`src/rtl/instr_issue_queue.sv`:
```
// Purpose : FIFO-backed instruction feeder; holds each queued instruction on the CPU bus for its opcode-dependent length.
// Latency : a write is poppable from the next edge; an issued instruction appears one edge after the pop decision.
// Backpr. : o_wr_ready = !full (registered occupancy); a write is dropped when full. Optional macro ISSUE_STEP_EN adds i_step gating.
module instr_issue_queue #(
    parameter int                  DEPTH        = 8,
    parameter int                  INSTR_W      = 14,
    parameter logic [3:0]          SHORT_OPCODE = 4'd1,
    parameter int                  SHORT_CYCLES = 7,
    parameter int                  LONG_CYCLES  = 9,
    parameter logic [INSTR_W-1:0]  NOP_INSTR    = '0
) (
    input  logic                         i_clock,
    input  logic                         i_reset,
    input  logic                         i_wr_valid,
    output logic                         o_wr_ready,
    input  logic [INSTR_W-1:0]           i_wr_instr,
    input  logic                         i_run,
`ifdef ISSUE_STEP_EN
    input  logic                         i_step,
`endif
    output logic [INSTR_W-1:0]           o_instruction,
    output logic                         o_reg_val_or_pc,
    output logic                         o_issue_active,
    output logic                         o_issue_done,
    output logic [$clog2(DEPTH+1)-1:0]   o_count,
    output logic                         o_empty,
    output logic                         o_full
);

    localparam int PTR_W = $clog2(DEPTH);
    localparam int CNT_W = $clog2(DEPTH + 1);
    localparam int MAX_C = (SHORT_CYCLES > LONG_CYCLES) ? SHORT_CYCLES : LONG_CYCLES;
    localparam int HC_W  = $clog2(MAX_C);

    typedef enum logic {IDLE, HOLD} state_t;

    logic [INSTR_W-1:0] r_mem [DEPTH];
    logic [PTR_W-1:0]   r_wr_ptr;
    logic [PTR_W-1:0]   r_rd_ptr;
    logic [CNT_W-1:0]   r_count;
    state_t             r_state;
    logic [HC_W-1:0]    r_hc;
    logic [INSTR_W-1:0] r_instruction;
    logic               r_issue_active;

    logic               w_empty;
    logic               w_full;
    logic               w_push;
    logic               w_issue_ok;
    logic               w_slot_free;
    logic               w_pop;
    logic [INSTR_W-1:0] w_head;

    // Hold counter reload: last index of the hold window for this instruction.
    function automatic logic [HC_W-1:0] hold_last(input logic [INSTR_W-1:0] x);
        return (x[3:0] == SHORT_OPCODE) ? HC_W'(SHORT_CYCLES - 1) : HC_W'(LONG_CYCLES - 1);
    endfunction

    assign w_empty     = (r_count == '0);
    assign w_full      = (r_count == CNT_W'(DEPTH));
    assign w_push      = i_wr_valid && !w_full;
    assign w_head      = r_mem[r_rd_ptr];
`ifdef ISSUE_STEP_EN
    assign w_issue_ok  = i_run && i_step && !w_empty;
`else
    assign w_issue_ok  = i_run && !w_empty;
`endif
    // A new instruction may be loaded when idle or in the final cycle of the current hold.
    assign w_slot_free = (r_state == IDLE) || (r_hc == '0);
    assign w_pop       = w_issue_ok && w_slot_free;

    // Storage array: written on an accepted write, no reset needed.
    always_ff @(posedge i_clock) begin
        if (w_push) begin
            r_mem[r_wr_ptr] <= i_wr_instr;
        end
    end

    // Pointers and occupancy; pointers wrap naturally since DEPTH is a power of two.
    always_ff @(posedge i_clock) begin
        if (i_reset) begin
            r_wr_ptr <= '0;
            r_rd_ptr <= '0;
            r_count  <= '0;
        end else begin
            if (w_push) r_wr_ptr <= r_wr_ptr + PTR_W'(1);
            if (w_pop)  r_rd_ptr <= r_rd_ptr + PTR_W'(1);
            case ({w_push, w_pop})
                2'b10:   r_count <= r_count + CNT_W'(1);
                2'b01:   r_count <= r_count - CNT_W'(1);
                default: r_count <= r_count;
            endcase
        end
    end

    // Issue FSM: load head on pop, count down the hold, return to NOP when nothing follows.
    always_ff @(posedge i_clock) begin
        if (i_reset) begin
            r_state        <= IDLE;
            r_hc           <= '0;
            r_instruction  <= NOP_INSTR;
            r_issue_active <= 1'b0;
        end else begin
            case (r_state)
                IDLE: begin
                    if (w_pop) begin
                        r_instruction  <= w_head;
                        r_hc           <= hold_last(w_head);
                        r_issue_active <= 1'b1;
                        r_state        <= HOLD;
                    end else begin
                        r_instruction  <= NOP_INSTR;
                        r_issue_active <= 1'b0;
                    end
                end
                HOLD: begin
                    if (r_hc != '0) begin
                        r_hc <= r_hc - HC_W'(1);
                    end else if (w_pop) begin
                        r_instruction  <= w_head;
                        r_hc           <= hold_last(w_head);
                        r_issue_active <= 1'b1;
                    end else begin
                        r_instruction  <= NOP_INSTR;
                        r_issue_active <= 1'b0;
                        r_state        <= IDLE;
                    end
                end
                default: begin
                    r_state        <= IDLE;
                    r_instruction  <= NOP_INSTR;
                    r_issue_active <= 1'b0;
                end
            endcase
        end
    end

    assign o_wr_ready      = !w_full;
    assign o_full          = w_full;
    assign o_empty         = w_empty;
    assign o_count         = r_count;
    assign o_instruction   = r_instruction;
    assign o_issue_active  = r_issue_active;
    assign o_issue_done    = (r_state == HOLD) && (r_hc == '0);
    assign o_reg_val_or_pc = 1'b0;

endmodule

```
`config.mk`:
```
export PLATFORM = sky130hd
export DESIGN_NAME = instr_issue_queue
export DESIGN_NICKNAME = d
export VERILOG_FILES = /design/src/rtl/instr_issue_queue.sv
export SDC_FILE = /design/constraint.sdc
export NUM_CORES = 1
export LEC_CHECK = 0
export BUFFER_PORTS_ARGS = -buffer_cell sky130_fd_sc_hd__buf_2
export CELL_PAD_IN_SITES_DETAIL_PLACEMENT = 0
export CELL_PAD_IN_SITES_GLOBAL_PLACEMENT = 1
export CORE_ASPECT_RATIO = 0.5
export CORE_MARGIN = 1.5
export CORE_UTILIZATION = 48
export CTS_CLUSTER_DIAMETER = 40
export DETAILED_ROUTE_END_ITERATION = 8
export GPL_ROUTABILITY_DRIVEN = 1
export PLACE_DENSITY_LB_ADDON = 0.1
export REMOVE_ABC_BUFFERS = 1
export SYNTH_ARGS = -nofsm -noshare
export SYNTH_HDL_FRONTEND = slang
export SYNTH_SLANG_ARGS = --single-unit
```
`constraint.sdc`:
```
create_clock -name i_clock -period 8.25 [get_ports i_clock]
set_clock_uncertainty 0.1 [all_clocks]
set_input_delay 0.825 -clock i_clock [delete_from_list [all_inputs] [get_ports i_clock]]
set_output_delay 0.825 -clock i_clock [all_outputs]
set_load 0.005 [all_outputs]
```
Word-level counts from Yosys, hierarchy flattened

Memory sizes are Yosys's and may differ from the RTL's. A register that Yosys moved wholly into a read port is not among the register bits.
Index checks and enable logic that the tools add are counted.

Bits in registers: 30
RAM bits: 112
Output and inout bits: 24
Memories kept: 1

Add/subtract/negate cells: 5
Eq/ne operators: 5
Multiplexer cells: 17
Bitwise operators: 1
Reductions and logical operators: 11

Memory list:

| memory | depth | bits a word | read ports | clocked after Yosys merged registers in | wr ports | line | text |
|---|---|---|---|---|---|---|---|
| r_mem  | 8     | 14          | 1          | 1                                       | 1        | 37   | `logic [INSTR_W-1:0] r_mem [DEPTH];` |

Operators with widths:

| cell                | number |
|---|---|
| $mux 14             | 2 |
| $pmux 14 s2         | 1 |
| $pmux 4 s2          | 2 |
| $mux 4              | 3 |
| $logic_not 4->1     | 2 |
| $sub 4x1->4 const B | 2 |
| $add 3x1->3 const B | 2 |
| $mux 3              | 2 |
| $mux 1              | 5 |
| $add 4x1->4 const B | 1 |
| $eq 4x1->1 const B  | 1 |
| $eq 4x4->1 const B  | 1 |
| $logic_and 1x1->1   | 4 |
| $pmux 1 s2          | 2 |
| $reduce_bool 4->1   | 1 |
| $eq 2x1->1 const B  | 1 |
| $eq 2x2->1 const B  | 1 |
| $logic_not 1->1     | 2 |
| $ne 2x2->1 const B  | 1 |
| $reduce_bool 2->1   | 1 |
| $logic_or 1x1->1    | 1 |
| $not 1->1           | 1 |

Longest topological paths before layout

Gate-level depths: netlist of run 1.

Depth after elaboration: 7
Depth in mapped cells: 13
Mapped depth without buffers: 12

Worst setup path after synthesis of run 1

Ideal clock, no wire load.

Path type: input to register
Start: in i_wr_valid
End: mem r_mem[0][0], enable pin
Data arrival time: 2.662 ns
Setup slack: 5.066 ns
Stages: 3
Cells stage by stage: nor2b_1 inv_1 nor4_1

Cells in the longest elaborated chain, start to end: 3

Ends and longest elaborated chain:

| element                      | line | text |
|---|---|---|
| start: declaration           | 14   | `input logic i_wr_valid,` |
| $logic_and 1x1->1            | 61   | `assign w_push = i_wr_valid && !w_full;` |
| $mux 1                       | 74   | `if (w_push) begin` |
| $mux 1 (not written as such) | 75   | `r_mem[r_wr_ptr] <= i_wr_instr;` |
| end: declaration             | 37   |  |

No other way between the ends.

Worst setup path in the final report of run 1

Start: reg r_hc[0]
End: reg r_count[3], in the netlist o_count[3]

Cells in the longest elaborated chain, start to end: 5

Ends and longest elaborated chain:

| element                                                | line | text |
|---|---|---|
| start: declaration                                     | 42   | `logic [HC_W-1:0] r_hc;` |
| start signal: assignment                               | 108  | `r_hc <= hold_last(w_head);` |
| start signal: assignment                               | 118  | `r_hc <= r_hc - HC_W'(1);` |
| start signal: assignment                               | 121  | `r_hc <= hold_last(w_head);` |
| $logic_not 4->1 *                                      | 69   | `assign w_slot_free = (r_state == IDLE) \|\| (r_hc == '0);` |
| $logic_or 1x1->1 *                                     | 69   |  |
| $logic_and 1x1->1 *                                    | 70   | `assign w_pop = w_issue_ok && w_slot_free;` |
| via w_pop                                              | 51   | `logic w_pop;` |
| $eq 2x1->1 / $eq 2x2->1 (equally long branches)        | 88   | `case ({w_push, w_pop})` |
| $pmux 4 s2 / $reduce_bool 2->1 (equally long branches) | n/a  |  |
| end signal: assignment                                 | 89   | `2'b10: r_count <= r_count + CNT_W'(1);` |
| end signal: assignment                                 | 90   | `2'b01: r_count <= r_count - CNT_W'(1);` |
| end signal: assignment                                 | 91   | `default: r_count <= r_count;` |
| end: declaration                                       | 40   | `logic [CNT_W-1:0] r_count;` |

Mark *: on every way through the listed nets, which the timed path passes. The rest lies on a longest branch.
A chain may end at the register's enable or synchronous reset.

==> results of run 1 <==
[through the flow]
stage               worst slack (ns)  hold WS, ns  area, sq um  utilization  cells
global route                   5.077       0.3795         6624       0.5906    546
finish                         5.383       0.3573         6624       0.5906    546
CTS                            5.368       0.3598         6624       0.5906    546
global placement               5.386       0.3328         6035       0.5380    514
detailed placement             5.274       0.3405         6035       0.5380    514
floorplan                      5.066       0.3467         5554            -    309
[final timing paths]
path                                        from          endpoint  slack, ns
worst max-delay path                     r_hc[0]        o_count[3]       5.38
worst min register to register  o_instruction[0]  o_instruction[0]       0.36
worst min-delay path            o_instruction[0]  o_instruction[0]       0.36
worst max register to register           r_hc[0]        o_count[3]       5.38
[logic make-up (layout without fill, tap and decap cells)]
kind of cell             after synthesis  count (layout)  synth area share
flip-flops                           145             145            0.7131
other                                  1               1         0.0006646
buffers and inverters                 21              83           0.01907
AO/OA/AOI/OAI                         34              34           0.04590
AND/OR/NAND/NOR                       66              66           0.05566
multiplexers                          43              43            0.1384
XOR/XNOR                               9               9           0.01397
adder cells (fa/ha/maj)                6               6           0.01330
[layout by cell type (no fill, tap or decap), drive strengths merged, types with 9 or more instances in the layout]
cell type | Yosys | final
nor3 | 9 | 9
mux4 | 28 | 28
inv | 5 | 15
nor2 | 19 | 19
nand2 | 22 | 22
buf | 9 | 46
mux2i | 15 | 15
a21oi | 13 | 13
dfxtp | 33 | 33
edfxtp | 112 | 112
o21ai | 13 | 13
clkbuf | 7 | 17
[power groups by stage]
stage               logic [uW]  clock network (uW)  registers, uW
CTS                        309                 774            923
finish                     305                 763            920
floorplan                  211                   0            920
global placement           299                   0            933
global route               338                 804            933
detailed placement         309                   0            938
[critical path: cells and delay by family (launching register included)]
family | cells | cell delay, ns
AND/OR/NAND/NOR | 3 | 1.03
buffers and inverters | 1 | 0.07
adder cells (fa/ha/maj) | 2 | 0.52
AO/OA/AOI/OAI | 4 | 0.78
flip-flops | 1 | 0.32
[flip-flops by register name, summed over array words and instances (netlist names), named ones only]
| name | count |
|---|---|
| o_count | 4 |
| r_wr_ptr | 3 |
| o_instruction | 14 |
| o_issue_active | 1 |
| r_state | 1 |
| r_rd_ptr | 3 |
| r_hc | 4 |
| r_mem | 112 |
[layer usage]
layer | global-route usage | wire length (microns) | vias up
li1 | - | - | 1364
met1 | 0.2579 | 5049 | 1472
met2 | 0.3044 | 4971 | 77
met3 | 0.04452 | 630 | 2
met4 | 0.07429 | 25 | 0
met5 | 0 | 0 | -
[layout make-up]
cell class / count / area, sq um
clock buffer: 17 / 425.4
clock inverter: 15 / 163.9
fill: 882 / 4592
inverter: 5 / 18.77
multi-input combinational: 159 / 1545
sequential: 145 / 4026
tap: 159 / 198.9
timing repair buffer: 46 / 245.2
==> flow_metrics.tcl, run 1 <==
set metrics [dict create \
    status "finished, final reports clean" \
    path_class "reg2reg" \
    leakage_uw 0.002261 \
    total_power_uw 1988 \
    clock_sinks 145 \
    rows 27 \
    worstHoldPathCells 2 \
    cts-buffers-inserted 17 \
    async_reset_ff_frac 0 \
    vias 2915 \
    worstRegToRegCells 10 \
    hold_path.class "reg2reg" \
    cp.arrival_ns 3.11 \
    diodes 0 \
    hold_violations 0 \
    grt_overflow 0 \
    fp.dieArea_sq_mm 0.01246 \
    drt_iter0_drc 195 \
    peakVddDrop_mv 0.1559 \
    die_w_microns 156.3 \
    first_pass_iters 4 \
    p_seq_frac 0.463 \
    rsz0062_at_grt "false" \
    path_max_fanout 6 \
    netSwitchingFraction 0.2775 \
    h-tree-depth 4 \
    grt_pass1_wl_mm 16.60 \
    netlist.area_leader.share 0.5960 \
    synth_seq_area_share 0.7131 \
    via_per_inst 5.339 \
    clockBufferDepth 2 \
    ys_ff_latch 145 \
    cts_hold_buf 0 \
    start_kind "flop" \
    synth_enable_flop_cells 112 \
    port_buffers 40 \
    yosys_warnings 0 \
    ant_nets 0 \
    routed_wl_mm 10.68 \
    dp_hpwl_mm 6.270 \
    grt_antenna_before_repair 0 \
    min_period_ns 2.867 \
    power.density_mw_per_mm2 300.2 \
    syn_inst 325 \
    cp-end-kind "flop" \
    internal-power_uw 1436 \
    post_cts_resize_count 0 \
    fin_setup_tns_ns 0 \
    ys_types 38 \
    drv_slew 0 \
    grt_pass1_vias 2951 \
    nNetsFinal 398 \
    setup_violations 0 \
    ios 42 \
    start_util 0.5031 \
    synth.cell_area_sq_mm 0.005643 \
    switchingPower_uw 551.8 \
    worstPathRequired_ns 8.49 \
    gp_congestion 0.7296 \
    crit_chain "inv_1 > ha_1 > or3b_4 > a21oi_2 > ha_1 > nor4bb_1 > a21oi_1 > o22a_1 > or3_1 > a21oi_1" \
    synth_area_leader_cell "edfxtp_1" \
    syn_avg_cell_area_sq_um 17.36 \
    cts_setup_buffers 0 \
    drc 0 \
    maxCapViolCount 0 \
    yosysMostFrequentCell "edfxtp_1" \
    worstSkewPairLatency_ns 0.41 \
    avgRoutedWirePerCell_microns 19.55 \
    comb_power_share 0.153 \
    gr-usage-all-layers 0.1910 \
    critPathSlowestCell "or3b_4" \
    ys.flop_type "edfxtp_1" \
    grt_max_degree 28 \
    synthTopCellsByCount "edfxtp_1, dfxtp_1, mux4_2" \
    slew_headroom 0.2309 \
    synth_area_leaders "edfxtp_1, dfxtp_1, mux4_2" \
    worst_slew_pin_slew_ns 1.152 \
    critPathMaxStageDelay_ns 0.42 \
    post-route-period-util 0.3475 \
    fmaxAchievable_mhz 348.8 \
    syn_to_final_growth_pct 17.38 \
    clk_pin_slew_ns 0.06 \
    clock-root-buffer "clkbuf_16" \
    drive_gt1_frac 0.3385 \
    die_h_microns 79.67 \
    design.core.area_sq_mm 0.01122 \
    clockPowerShare 0.384 \
    cts_tree "built" \
]
Note: power is estimated with default switching activity, not from simulation.
==> run 2: changes to the inputs <==
- ABC_AREA: not set -> 1
- CORE_UTILIZATION: 48 -> 43
- clock period: 8.25 -> 2.6 ns (I/O delays scaled with it)
==> run 2 against run 1 <==
Net effect: register-to-register slack worse by 4.9 ns; largest cell class unchanged; synthesized area up 2.7%; sequential share of layout area down 2.5 points; critical path type unchanged; sequential cell count unchanged; power rose to 3.7 times the previous value; core utilization down 5.7 points; non-clock buffer count up 15.
==> flow_metrics.tcl, run 2 <==
set metrics [dict create \
    netSwitchingFraction 0.2998 \
    comb_power_share 0.235 \
    ys.flop_type "edfxtp_1" \
    start_util 0.4489 \
    worst_slew_pin_slew_ns 0.6734 \
    synth_area_leaders "edfxtp_1, dfxtp_1, nand2_1" \
    drive_gt1_frac 0.1724 \
    setup_violations 0 \
    preCtsSetupSlack_ns 0.4627 \
    synth_enable_flop_cells 112 \
    max_flop_register "r_mem" \
    cts-buffers-inserted 17 \
    largest_reg_flops 112 \
    leakage_uw 0.002616 \
    via_per_inst 5.199 \
    synth_area_leader_cell "edfxtp_1" \
    ios 42 \
    vias 3899 \
    gr-usage-all-layers 0.2007 \
    synth_seq_area_share 0.6940 \
    clk_pin_slew_ns 0.06 \
    internal-power_uw 5087 \
    drv_slew 0 \
    ys_types 27 \
    design.core.area_sq_mm 0.01292 \
    ys_ff_latch 145 \
    syn_inst 513 \
    path_max_fanout 7 \
    post-route-period-util 0.8266 \
    worst-path-buf-inv 1 \
    slew_headroom 0.5506 \
    routed_wl_mm 13.37 \
    clock-root-buffer "clkbuf_16" \
    worstSkewPairLatency_ns 0.40 \
    ant_nets 0 \
    power.density_mw_per_mm2 1053 \
    fp.dieArea_sq_mm 0.01423 \
    synth.cell_area_sq_mm 0.005798 \
    placed_cells 717 \
    p_seq_frac 0.391 \
    layout.cells.most_common "edfxtp_1" \
    dp_hpwl_mm 7.770 \
    diodes 0 \
    setup_ws_ns 0.4508 \
    yosys_warnings 0 \
    avgRoutedWirePerCell_microns 17.83 \
    total_power_uw 7266 \
    start_kind "flop" \
    grt_pass1_wl_mm 20.89 \
    clock_sinks 145 \
    fmaxAchievable_mhz 465.3 \
    fin_cells 750 \
    cp.arrival_ns 2.35 \
    hold-worst-slack_ns 0.02138 \
    port_buffers 40 \
    cp-end-kind "flop" \
    syn_to_final_growth_pct 18.97 \
    nNetsFinal 591 \
    grt_overflow 0 \
    h-tree-depth 4 \
    layout_common_cells "edfxtp_1, nand2_1, nor2_1" \
    rows 29 \
    post_cts_resize_count 0 \
    drt_iter0_drc 263 \
    grt_max_degree 41 \
    grt_antenna_before_repair 1 \
    clockBufferDepth 2 \
    crit_chain "nor2_1 > nand3_1 > nand2_1 > ha_1 > xor2_1 > ha_1 > a21oi_1 > xnor2_1 > o21ai_0 > inv_1" \
    hold_violations 0 \
    worstPathRequired_ns 2.80 \
    gp_congestion 0.7314 \
    netlist.area_leader.share 0.5801 \
    critPathSlowestCell "dfxtp_1" \
    first_pass_iters 5 \
    min_period_ns 2.149 \
    cp_top_family "simple AND/OR/NAND/NOR gates" \
    async_reset_ff_frac 0 \
    status "finished, final reports clean" \
    grt_pass1_vias 3778 \
    die_w_microns 167.2 \
    drc 0 \
    cts_tree "built" \
    hold_path.class "in2reg" \
    path_class "reg2reg" \
    clockPowerShare 0.374 \
    fin_util 0.5340 \
    filler_cell_count 1170 \
    critPathMostFrequentCell "ha_1" \
    yosysMostFrequentCell "edfxtp_1" \
    peakVddDrop_mv 0.5535 \
    syn_avg_cell_area_sq_um 11.30 \
    rsz0062_at_grt "false" \
    critPathMaxStageDelay_ns 0.35 \
    die_h_microns 85.11 \
    maxCapViolCount 0 \
    synthTopCellsByCount "edfxtp_1, nand2_1, nor2_1" \
    switchingPower_uw 2179 \
]
run 2: cell types whose count changed after synthesis, moves of 4 or more:
cell / before / now
o21ai_0: 3 / 50
nand3_1: 1 / 26
mux2i_1: 15 / 0
o21ai_2: 10 / 0
a21oi_1: 12 / 31
xor2_1: 6 / 2
clkbuf_1: 7 / 12
inv_1: 5 / 36
o221ai_1: 0 / 20
nor2_1: 19 / 58
nor3_1: 9 / 1
mux4_2: 28 / 0
nand2_1: 22 / 95
run 2: cell families (layout without fill, tap and decap cells):
logic type / after synthesis / count (layout) / synth area share
adder cells (fa/ha/maj): 6 / 6 / 0.01295
buffers and inverters: 64 / 131 / 0.05006
flip-flops: 145 / 145 / 0.6940
XOR/XNOR: 3 / 3 / 0.004533
other: 1 / 1 / 0.0006468
AO/OA/AOI/OAI: 108 / 108 / 0.1090
AND/OR/NAND/NOR: 186 / 186 / 0.1288
run 2: timing repair:
action	4_1_cts	5_1_grt
buffers inserted	0	0
hold buffers	1	0
hold endpoints to repair	8	0
run 2: power groups by stage:
stage                     logic (uW)  registers, uW  clock network [uW]
after floorplan                  962           2940                   0
after global placement          1700           2880                   0
after detailed placement        1710           2880                   0
after CTS                       1720           2840                2780
after global routing            1950           2870                2860
final                           1710           2840                2720
run 2: area by class of cell:
type / count / area (sq um) / share of cell area
clock inverters: 14 / 239.0 / 0.03465
multi-input cells: 304 / 1488 / 0.2157
flip-flops and latches: 145 / 4024 / 0.5833
repair buffers: 61 / 360.3 / 0.05224
well taps: 170 / 212.7 / 0.03084
clock buffers: 18 / 429.2 / 0.06222
inverters: 38 / 145.1 / 0.02104
run 2: worst paths after layout:
kind	startpoint	slack, ns	end	cells past startpoint
setup / recovery	o_count[0]	0.45	o_count[2]	10
setup reg to reg	o_count[0]	0.45	o_count[2]	10
hold reg to reg	o_instruction[4]	0.36	o_instruction[4]	2
hold / removal	i_wr_instr[5]	0.02	r_mem[1][5]	1
run 2: stage by stage:
step | cell area, sq um | setup TNS, ns
final | 6898 | 0
after global routing | 6898 | 0
after CTS | 6898 | 0
after detailed placement | 6220 | 0
after global placement | 6220 | 0
after floorplan | 5653 | -0.8851
run 2: layer usage:
metal  part of all wire  GRT usage  up-vias
met4             0.0080    0.06798        2
met5             0.0013          0        -
met3              0.047    0.04151       11
li1                   -          -     1901
met2               0.44     0.3134       99
met1               0.50     0.2829     1886
==> run 3: changes to the inputs <==
- CORE_UTILIZATION: 43 -> 48
- clock period: 2.6 -> 2.1 ns (I/O delays scaled with it)
==> run 3 against run 2 <==
Net effect: global-route usage increased by 2.3 points; die area shrank 10%; hold slack got worse by 0.0045 ns; register-to-register slack worse by 0.27 ns; critical path depth is 1 lower; count of clock-buffer cells in the layout is 4 higher; cell count increased by 2.9%; maximum frequency rose by 12%; core utilization rose by 7.0 points; critical path type unchanged; largest cell class unchanged.
==> flow_metrics.tcl, run 3 (same netlist as run 2, synthesis figures left out) <==
set metrics [dict create \
    largest_reg_flops 112 \
    start_kind "flop" \
    via_per_inst 5.148 \
    critPathMaxStageDelay_ns 0.34 \
    avgRoutedWirePerCell_microns 16.87 \
    diodes 0 \
    r2r_slack_ns 0.18 \
    min_period_ns 1.915 \
    worst-path-buf-inv 5 \
    placed_cells 725 \
    worstRegToRegCells 9 \
    port_buffers 40 \
    drc 0 \
    fp.dieArea_sq_mm 0.01279 \
    start_util 0.4911 \
    r2r_end "r_mem[4][6]" \
    grt_pass1_wl_mm 20.33 \
    worstHoldPathCells 2 \
    ant_nets 0 \
    drv_slew 0 \
    path_class "reg2reg" \
    h-tree-depth 4 \
    rows 28 \
    clockBufferDepth 2 \
    nNetsFinal 618 \
    dp_hpwl_mm 8.096 \
    clk_pin_slew_ns 0.06 \
    rsz0062_at_grt "false" \
    rr_startpoint "o_count[2]" \
    grt_max_degree 29 \
    max_flop_register "r_mem" \
    routed_wl_mm 13.03 \
    clock_sinks 145 \
    gr-usage-all-layers 0.2238 \
    fmaxAchievable_mhz 522.1 \
    crit_chain "buf_4 > inv_1 > nand3_1 > nand2_2 > buf_4 > inv_1 > nand2_1 > nor2_1 > buf_12" \
    design.core.area_sq_mm 0.01181 \
    power.density_mw_per_mm2 1233 \
    path_max_fanout 14 \
    vias 3974 \
    drive_gt1_frac 0.1944 \
    leakage_uw 0.002713 \
    clock-root-buffer "clkbuf_16" \
    post-route-period-util 0.9120 \
    layout.cells.most_common "edfxtp_1" \
    die_h_microns 80.72 \
    min_to "o_instruction[3]" \
    fin_util 0.6042 \
    peakVddDrop_mv 0.6676 \
    maxCapViolCount 0 \
    critPathSlowestCell "dfxtp_1" \
    cts_tree "built" \
    setup_violations 0 \
    status "finished, final reports clean" \
    hold_violations 0 \
    gp_congestion 0.7702 \
    worstSkewPairLatency_ns 0.41 \
    syn_to_final_growth_pct 23.03 \
    drt_iter0_drc 274 \
    cp_top_family "buffers and inverters" \
    cts-buffers-inserted 17 \
    hold_path.class "in2reg" \
    grt_pass1_vias 3865 \
    grt_overflow 0 \
    worstPathRequired_ns 2.11 \
    ios 42 \
    cp-end-kind "flop" \
    grt_antenna_before_repair 0 \
    die_w_microns 158.4 \
    fin_cells 772 \
    min-delay-start "i_reset" \
    first_pass_iters 4 \
    cp.arrival_ns 1.93 \
    layout_common_cells "edfxtp_1, nand2_1, nor2_1" \
    hold-worst-slack_ns 0.01693 \
]
run 3: changes by cell type in the layout (fill, tap and decap cells not counted), sizes merged:
cell,before,now
buf,60,74
dlygate4sd3,1,14
bufinv,6,3
clkbuf,18,22
clkinv,7,6
run 3: per-layer routing:
metal | wire length (microns) | track usage | part of all wire
met5 | 0 | 0 | 0
met4 | 62 | 0.06075 | 0.0048
met3 | 680 | 0.04803 | 0.052
met2 | 5859 | 0.3485 | 0.45
met1 | 6423 | 0.3200 | 0.49
run 3: area by class of cell:
class | count | area [sq um]
inverters | 38 | 145.1
flip-flops and latches | 145 | 4024
clock buffers | 22 | 454.2
repair buffers | 88 | 640.6
clock inverters | 10 | 136.4
multi-input cells | 304 | 1526
well taps | 165 | 206.4
fillers | 1000 | 4673
run 3: worst max-delay path by stage:
stage | start | end | slack, ns | cells after the start
after floorplan | r_hc[0] | o_count[2] | -0.86 | 11
after global placement | r_hc[1] | o_count[2] | 0.08 | 11
after detailed placement | r_hc[1] | o_count[2] | 0.02 | 11
after CTS | r_hc[1] | o_count[2] | 0.005 | 11
after global routing | o_count[2] | r_mem[4][6] | 0.02 | 9
final | o_count[2] | r_mem[4][6] | 0.18 | 9
run 3: metrics by stage:
step           total power, uW  setup slack, ns  TNS, ns  area, sq um
2_1_floorplan             4835          -0.8633   -4.568         5653
3_3_place_gp              5767          0.07783        0         6349
3_5_place_dp              5783          0.02073        0         6349
4_1_cts                   8787         0.004542        0         7079
5_1_grt                   9296          0.01826        0         7133
6_report                  8797           0.1848        0         7133
run 3: timing repair:
item | in CTS | in global routing
setup buffers | 0 | 1
endpoints found under the setup margin | 0 | 4
gates resized for setup | 0 | 11
hold buffers | 14 | 0
endpoints found under the hold margin | 112 | 0
run 3: where the power goes:
group | leakage (uW) | total, uW | switching (uW) | internal, uW
Combinational | 0.00114 | 2310 | 1450 | 868
Sequential | 0.00129 | 3500 | 137 | 3360
Clock | 0.000282 | 2990 | 1090 | 1890
Total | 0.00271 | 8800 | 2670 | 6120
